### src/rtl/dispatch_queue_pkg.sv
// Shared types for the ID-stage dispatch queue: decoded-instruction payload
// (ID_DQ_ENTRY), functional-unit / operand-select encodings and default sizing.
// Latency: n/a (types only). Backpressure: n/a.
package dispatch_queue_pkg;

  localparam int unsigned DQ_WIDTH = 2;  // default lanes per cycle
  localparam int unsigned DQ_DEPTH = 8;  // default queue entries

  typedef enum logic [2:0] {
    FU_ALU    = 3'd0,
    FU_MULT   = 3'd1,
    FU_LOAD   = 3'd2,
    FU_STORE  = 3'd3,
    FU_BRANCH = 3'd4,
    FU_NONE   = 3'd7
  } fu_t;

  typedef enum logic [1:0] {
    OPA_IS_RS1  = 2'd0,
    OPA_IS_NPC  = 2'd1,
    OPA_IS_PC   = 2'd2,
    OPA_IS_ZERO = 2'd3
  } opa_sel_t;

  typedef enum logic [1:0] {
    OPB_IS_RS2   = 2'd0,
    OPB_IS_I_IMM = 2'd1,
    OPB_IS_S_IMM = 2'd2,
    OPB_IS_B_IMM = 2'd3
  } opb_sel_t;

  typedef struct packed {
    logic [31:0] inst;
    logic [31:0] pc;
    logic [31:0] npc;
    fu_t         fu;
    logic [4:0]  func;
    opa_sel_t    opa_select;
    opb_sel_t    opb_select;
    logic        cond_branch;
    logic        uncond_branch;
    logic [4:0]  dest_arn;
    logic [4:0]  op1_arn;
    logic [4:0]  op2_arn;
    logic        predict_taken;
    logic [31:0] predict_target;
    logic        illegal;
    logic        halt;
  } ID_DQ_ENTRY;

endpackage

### src/rtl/dispatch_queue_compact.sv
// N-lane compactor: turns a sparse valid mask into dense write offsets
// (offset[i] = number of valid lanes below lane i) plus the total popcount.
// Latency: purely combinational. Backpressure: none; the caller gates the write.
// Ports: in_valid_i (N lane mask) -> offset_o (per-lane slot offset), popcount_o.
module dispatch_queue_compact #(
  parameter int unsigned N   = 2,
  parameter int unsigned NCW = $clog2(N + 1)
) (
  input  logic [N-1:0]          in_valid_i,
  output logic [N-1:0][NCW-1:0] offset_o,
  output logic [NCW-1:0]        popcount_o
);

  logic [NCW-1:0] acc;

  // Running prefix count: each lane's offset is the number of older valid lanes.
  always_comb begin
    acc      = '0;
    offset_o = '0;
    for (int i = 0; i < int'(N); i++) begin
      offset_o[i] = acc;
      acc         = acc + NCW'(in_valid_i[i]);
    end
    popcount_o = acc;
  end

endmodule

### src/rtl/dispatch_queue.sv
// Circular N-wide instruction buffer between decode and the out-of-order core.
// Latency: entry written at edge t is visible on out_* after edge t (no bypass).
// Backpressure: in_ready drops when fewer than N slots are free; requests
// presented while in_ready=0 are dropped and must be held upstream.
// Ports: clock/reset (async active-high); squash, structural_hazard from core;
// in_valid/in_entries/in_ready enqueue side; out_valid/out_entries/count dispatch side.
module dispatch_queue
  import dispatch_queue_pkg::*;
#(
  parameter int unsigned N     = DQ_WIDTH,
  parameter int unsigned DEPTH = DQ_DEPTH
) (
  input  logic                          clock,
  input  logic                          reset,
  input  logic                          squash,
  input  logic                          structural_hazard,
  input  logic [N-1:0]                  in_valid,
  input  ID_DQ_ENTRY [N-1:0]            in_entries,
  output logic                          in_ready,
  output logic [N-1:0]                  out_valid,
  output ID_DQ_ENTRY [N-1:0]            out_entries,
  output logic [$clog2(DEPTH+1)-1:0]    count
);

  localparam int unsigned PW  = $clog2(DEPTH);
  localparam int unsigned CW  = $clog2(DEPTH + 1);
  localparam int unsigned NCW = $clog2(N + 1);

  // Ready means at least N free slots; equivalent to count <= DEPTH-N.
  localparam logic [CW-1:0] READY_MAX = CW'(DEPTH - N);
  localparam logic [CW-1:0] N_CNT     = CW'(N);

  logic [PW-1:0]  head_q, head_d;
  logic [PW-1:0]  tail_q, tail_d;
  logic [CW-1:0]  count_q, count_d;
  ID_DQ_ENTRY     entry_q [DEPTH];

  logic [N-1:0][NCW-1:0] wr_off;
  logic [NCW-1:0]        enq_num;
  logic [CW-1:0]         deq_num;
  logic                  enq_fire;
  logic                  deq_fire;

  dispatch_queue_compact #(.N(N), .NCW(NCW)) u_compact (
    .in_valid_i (in_valid),
    .offset_o   (wr_off),
    .popcount_o (enq_num)
  );

  // Ready looks only at the registered count, never at hazard/squash.
  assign in_ready = (count_q <= READY_MAX);
  assign enq_fire = in_ready && !squash;
  assign deq_fire = !structural_hazard && !squash;
  assign deq_num  = (count_q >= N_CNT) ? N_CNT : count_q;
  assign count    = count_q;

  always_comb begin
    out_valid   = '0;
    out_entries = '0;
    for (int i = 0; i < int'(N); i++) begin
      out_valid[i]   = (count_q > CW'(i)) && !squash;
      // Pointer arithmetic wraps naturally because DEPTH is a power of two.
      out_entries[i] = entry_q[head_q + PW'(i)];
    end
  end

  always_comb begin
    head_d  = head_q;
    tail_d  = tail_q;
    count_d = count_q;
    if (squash) begin
      head_d  = '0;
      tail_d  = '0;
      count_d = '0;
    end else begin
      if (enq_fire) tail_d = tail_q + PW'(enq_num);
      if (deq_fire) head_d = head_q + PW'(deq_num);
      count_d = count_q
              + (enq_fire ? CW'(enq_num) : '0)
              - (deq_fire ? deq_num : '0);
    end
  end

  always_ff @(posedge clock or posedge reset) begin
    if (reset) begin
      head_q  <= '0;
      tail_q  <= '0;
      count_q <= '0;
    end else begin
      head_q  <= head_d;
      tail_q  <= tail_d;
      count_q <= count_d;
    end
  end

  // Payload storage needs no reset; occupancy alone qualifies it.
  always_ff @(posedge clock) begin
    if (enq_fire) begin
      for (int i = 0; i < int'(N); i++) begin
        if (in_valid[i]) entry_q[tail_q + PW'(wr_off[i])] <= in_entries[i];
      end
    end
  end

  a_count_bound: assert property (@(posedge clock) disable iff (reset)
    count_q <= CW'(DEPTH));
  a_out_contig: assert property (@(posedge clock) disable iff (reset)
    ((out_valid & (out_valid + N'(1))) == '0));
  a_ptr_count: assert property (@(posedge clock) disable iff (reset)
    (PW'(tail_q - head_q) == count_q[PW-1:0]));

endmodule

### config.mk
export PLATFORM = sky130hd
export DESIGN_NAME = dispatch_queue
export DESIGN_NICKNAME = d
export VERILOG_FILES = /design/src/rtl/dispatch_queue_pkg.sv /design/src/rtl/dispatch_queue_compact.sv /design/src/rtl/dispatch_queue.sv
export SDC_FILE = /design/constraint.sdc
export NUM_CORES = 2
export LEC_CHECK = 0
export ABC_AREA = 1
export CAP_MARGIN = 20
export CORE_ASPECT_RATIO = 0.8
export CORE_MARGIN = 8
export CORE_UTILIZATION = 55
export CTS_BUF_LIST = sky130_fd_sc_hd__clkbuf_8
export DETAILED_ROUTE_END_ITERATION = 12
export GPL_ROUTABILITY_DRIVEN = 0
export PLACE_DENSITY = 0.77
export RECOVER_POWER = 50
export SYNTH_ARGS = -nofsm -noshare
export SYNTH_HDL_FRONTEND = slang
export SYNTH_SLANG_ARGS = --single-unit
### constraint.sdc
create_clock -name clock -period 5.5 [get_ports clock]
set_input_delay 1.1 -clock clock [delete_from_list [all_inputs] [get_ports clock]]
set_output_delay 1.1 -clock clock [all_outputs]
set_load 0.03 [all_outputs]
* After elaboration in Yosys (flattened, before gate mapping)
Memory sizes are Yosys's and may differ from the RTL's.
Cells that the tools add are included.
** Word-level totals
- Logic and storage cells :: 37
- Register bits after elaboration :: 10
- Input port bits :: 326
- Memories :: 1
- RAM bits :: 1280
** Memories
- entry_q :: depth 8, bits a word 160, rd ports 2, clocked after Yosys merged registers in 0, wr ports 2, line dispatch_queue.sv:36 : ID_DQ_ENTRY entry_q [DEPTH];
** Operators by class
- $lt $le $gt $ge :: 4
- Muxes and demuxes :: 14
- Add/sub/neg operators :: 7
- Reduce and logical (&&, ||, !) cells :: 8
** Operator list (number)
- $mux W3 :: 4
- $mux W4 :: 3
- $gt A4 B1 Y1 const B :: 2
- $mux W1 :: 6
- $add A4 B2 Y4 :: 1
- $ge A4 B2 Y1 const B :: 1
- $le A4 B3 Y1 const B :: 1
- $logic_and A1 B1 Y1 :: 4
- $reduce_bool A2 Y1 :: 2
- $sub A4 B4 Y4 :: 1
- $add A3 B1 Y3 :: 1
- $add A3 B1 Y3 const B :: 1
- $add A3 B2 Y3 :: 1
- $add A3 B3 Y3 :: 1
- $add A1 B1 Y2 :: 1
- $logic_not A1 Y1 :: 2
- $mux W2 :: 1

* Logic depth before layout (Yosys ltp)
- Depth in word-level cells :: 6
- Mapped depth :: 14
- Depth with buffers taken out :: 14

* Modules after synthesis
Synthesis repeated with hierarchy kept, for this count alone.
** Second synthesis, totals
- Cell total of the unflattened synthesis :: 11309
- Area, all modules :: 82716.8 µm²
** Modules (own cells, without submodules)
- dispatch_queue :: area an instance 82670.5 µm², cells each 11303, times used 1, seq. area each 38687.1 µm²
- dispatch_queue_compact :: area an instance 46.3 µm², cells each 6, times used 1, seq. area each 0.0 µm²

* Worst setup path before layout
OpenSTA, ideal clock, no wires.
- Path type :: input -> register
- Start :: in in_valid[0]
- End :: mem entry_q[4][0] (netlist name), enable pin
- Setup slack :: -0.758 ns
- Cell stages on the path :: 8
- Setup time :: 1.321 ns
- Arrival :: 4.937 ns
- Data required time :: 4.179 ns
- Cell sequence :: ha_1 -> ha_1 -> inv_1 -> nand3_1 -> nor2_2 -> nand2_1 -> clkbuf_1 -> nand2_1
** RTL lines
- from (decl) :: line dispatch_queue.sv:17 : input logic [N-1:0] in_valid,
- to (decl) :: line dispatch_queue.sv:36

==> impl_metrics.yaml <==
status:
  outcome: "finished with violations"
  violations: "capacitance limit, slew limit, setup timing"
finish:
  layout.cells.non_filler: 13300
  layout_commonest_cell: "nand2_1"
  layout_common_cells: "nand2_1, nand3_1, edfxtp_1, o21ai_0, a21oi_1"
  drive_above_1_share_pct: 3.69
  postLayoutCellArea_mm2: 0.0920
  layout.nets: 11400
  synthToLayoutAreaGrowth_pct: 11.3
  final_util_pct: 61.5
sta:
  hold_viol: 0
  skew_ps: 55.8
  tns_ps: -102
  min_period_over_period_pct: 100
  setup_violations: 8
  grt_setup_unrepaired: "yes"
  drv_slew: 1688
  fmax_mhz: 181
  worst_slack_ps: -22.2
  min_period_ps: 5520
  worst_hold_slack_ps: 551
  max_slew_margin_pct: -149
  tightest_slew_ps: 3740
yosys:
  seq_area_frac_synth_pct: 46.8
  yosys_warnings: 0
  synth.cell_area_mm2: 0.0827
  synth.distinct_cells: 24
  syn_avg_cell_area_um2: 7.32
  ys_seq_elements: 1290
  synth_nets: 11600
  postSynthCellCount: 11300
global_routing:
  grt_pass1_vias: 78200
  antenna_found_initial: 90
  grt_usage_pct: 37.0
  grt_start_max_net_pins: 249
  grt_pass1_wl_um: 472000
  grt_overflow: 0
route:
  viasPerCell: 6.28
  highest_layer: "met5"
  post_drt_wl_per_cell_um: 24.0
  drtIter0Drc: 13900
  wl_met3_um: 45500
  drc: 0
  wl_met1_um: 110000
  num_vias: 83800
  ant_nets: 0
  dr_wl_met2_um: 142000
  firstDrtPassIters: 7
  finalWirelength_um: 320000
power_and_ir_drop:
  p_leak_nw: 39.9
  irDropWorstVdd_v: 0.000911
  power_density_mw_per_mm2: 469
  p_total_mw: 43.2
placement:
  dpl_cell_area_mm2: 0.0885
  pre_cts_ws_ps: 861
  hpwl_um: 173000
  dp.cells: 12900
  numPortBuffers: 652
floorplan:
  io-pin-count: 653
  die_w_um: 450
  core_area_mm2: 0.150
  fp.dieH_um: 363
  num_rows: 127
  initial_core_util_pct: 55.3
  dieArea_mm2: 0.163
setup_path:
  crit_fanout: 80
  start_kind: "flop"
  worstPathRequired_ps: 4400
  cp-end-kind: "primary output"
  worstSetupPathType: "reg2out"
  critical_path_arrival_ps: 4420
clock_network:
  htreeDepth: 4
  clock_path_buffers: 3
  clk-insertion-delay-late_ps: 990
  cts_buffers: 210
  cts_tree: "built"
  path_clk_slew_ps: 60
  cts_sinks: 1290
  cts_root_buf: "clkbuf_8"
job:
  maxCapViolations: 25
worst_hold_path:
  holdCritPathClass: "in2async"
-- where the power goes --
group          leakage, nW  internal, mW  switching, mW  total [mW]
logic                 26.0          6.64           16.3        23.0
registers             11.7          12.0          0.314        12.4
clock network         2.20          3.65           4.21        7.86
-- critical path, stage by stage, from the launching register on --
cell and delay, ps:
dfrtp_4 700, ha_4 260, xnor2_2 440, clkbuf_8 910, nand2_1 120, nand2_1 190, clkdlybuf4s50_1 720
-- Yosys cell counts, drive strengths merged --
master,instances,area share [%]
o21ai,964,5.8
buf,608,3.7
a21oi,963,5.8
xnor2,2,0.021
nand3,1299,7.9
xor2,1,0.011
clkinv,1,0.0045
nor3,1,0.0060
o211ai,320,2.9
clkbuf,622,3.1
ha,12,0.18
nand2,4520,21
edfxtp,1280,46
nor2,25,0.15
dfrtp,10,0.30
fa,4,0.097
inv,668,3.0
-- logic make-up after synthesis --
group	after synthesis	share of synthesized area, %
AO/OA/AOI/OAI	2247	14.6
XOR/XNOR	3	0.0318
adder cells (fa/ha/maj)	16	0.278
buffers and inverters	1899	9.81
flip-flops	1290	46.8
AND/OR/NAND/NOR	5845	28.5
-- worst paths after layout --
| kind | slack [ps] | end | start | cells past startpoint |
|---|---|---|---|---|
| hold reg to reg | 700 | tail_q[1] | tail_q[1] | 2 |
| setup reg to reg | 190 | entry_q[0][104] | count[3] | 10 |
| hold / removal | 550 | head_q[0] | reset | 2 |
| min in group clock | 700 | tail_q[1] | tail_q[1] | 2 |
| max in group asynchronous | 4600 | head_q[2] | reset | 2 |
| setup / recovery | -20 | out_entries[200] | head_q[0] | 6 |
-- routing by layer --
layer	vias to the layer above	track usage (%)
li1	37100	-
met1	38200	46.7
met2	7040	55.8
met3	1348	8.54
met4	14	27.0
met5	-	0
-- cell type report --
type / count / area, um2
sequential: 1290 / 38700
multi-input combinational: 8111 / 36000
inverter: 669 / 2540
antenna: 84 / 210
clock buffer: 214 / 2950
tap: 1999 / 2500
clock inverter: 164 / 738
fill: 12900 / 57500
timing repair buffer: 818 / 8400
-- registers in the layout, indices dropped and copies added (netlist names) --
register / flops
entry_q: 1280
head_q: 3
tail_q: 3
count: 4
-- timing repair --
action | 4_1_cts | 5_1_grt
setup endpoints to repair | 9 | 79
setup buffers | 3 | 0
hold buffers | 0 | 0
pin swaps | 1 | 0
gates cloned | 0 | 1
resized for setup | 2 | 7
(Power assumes the default switching activity.)
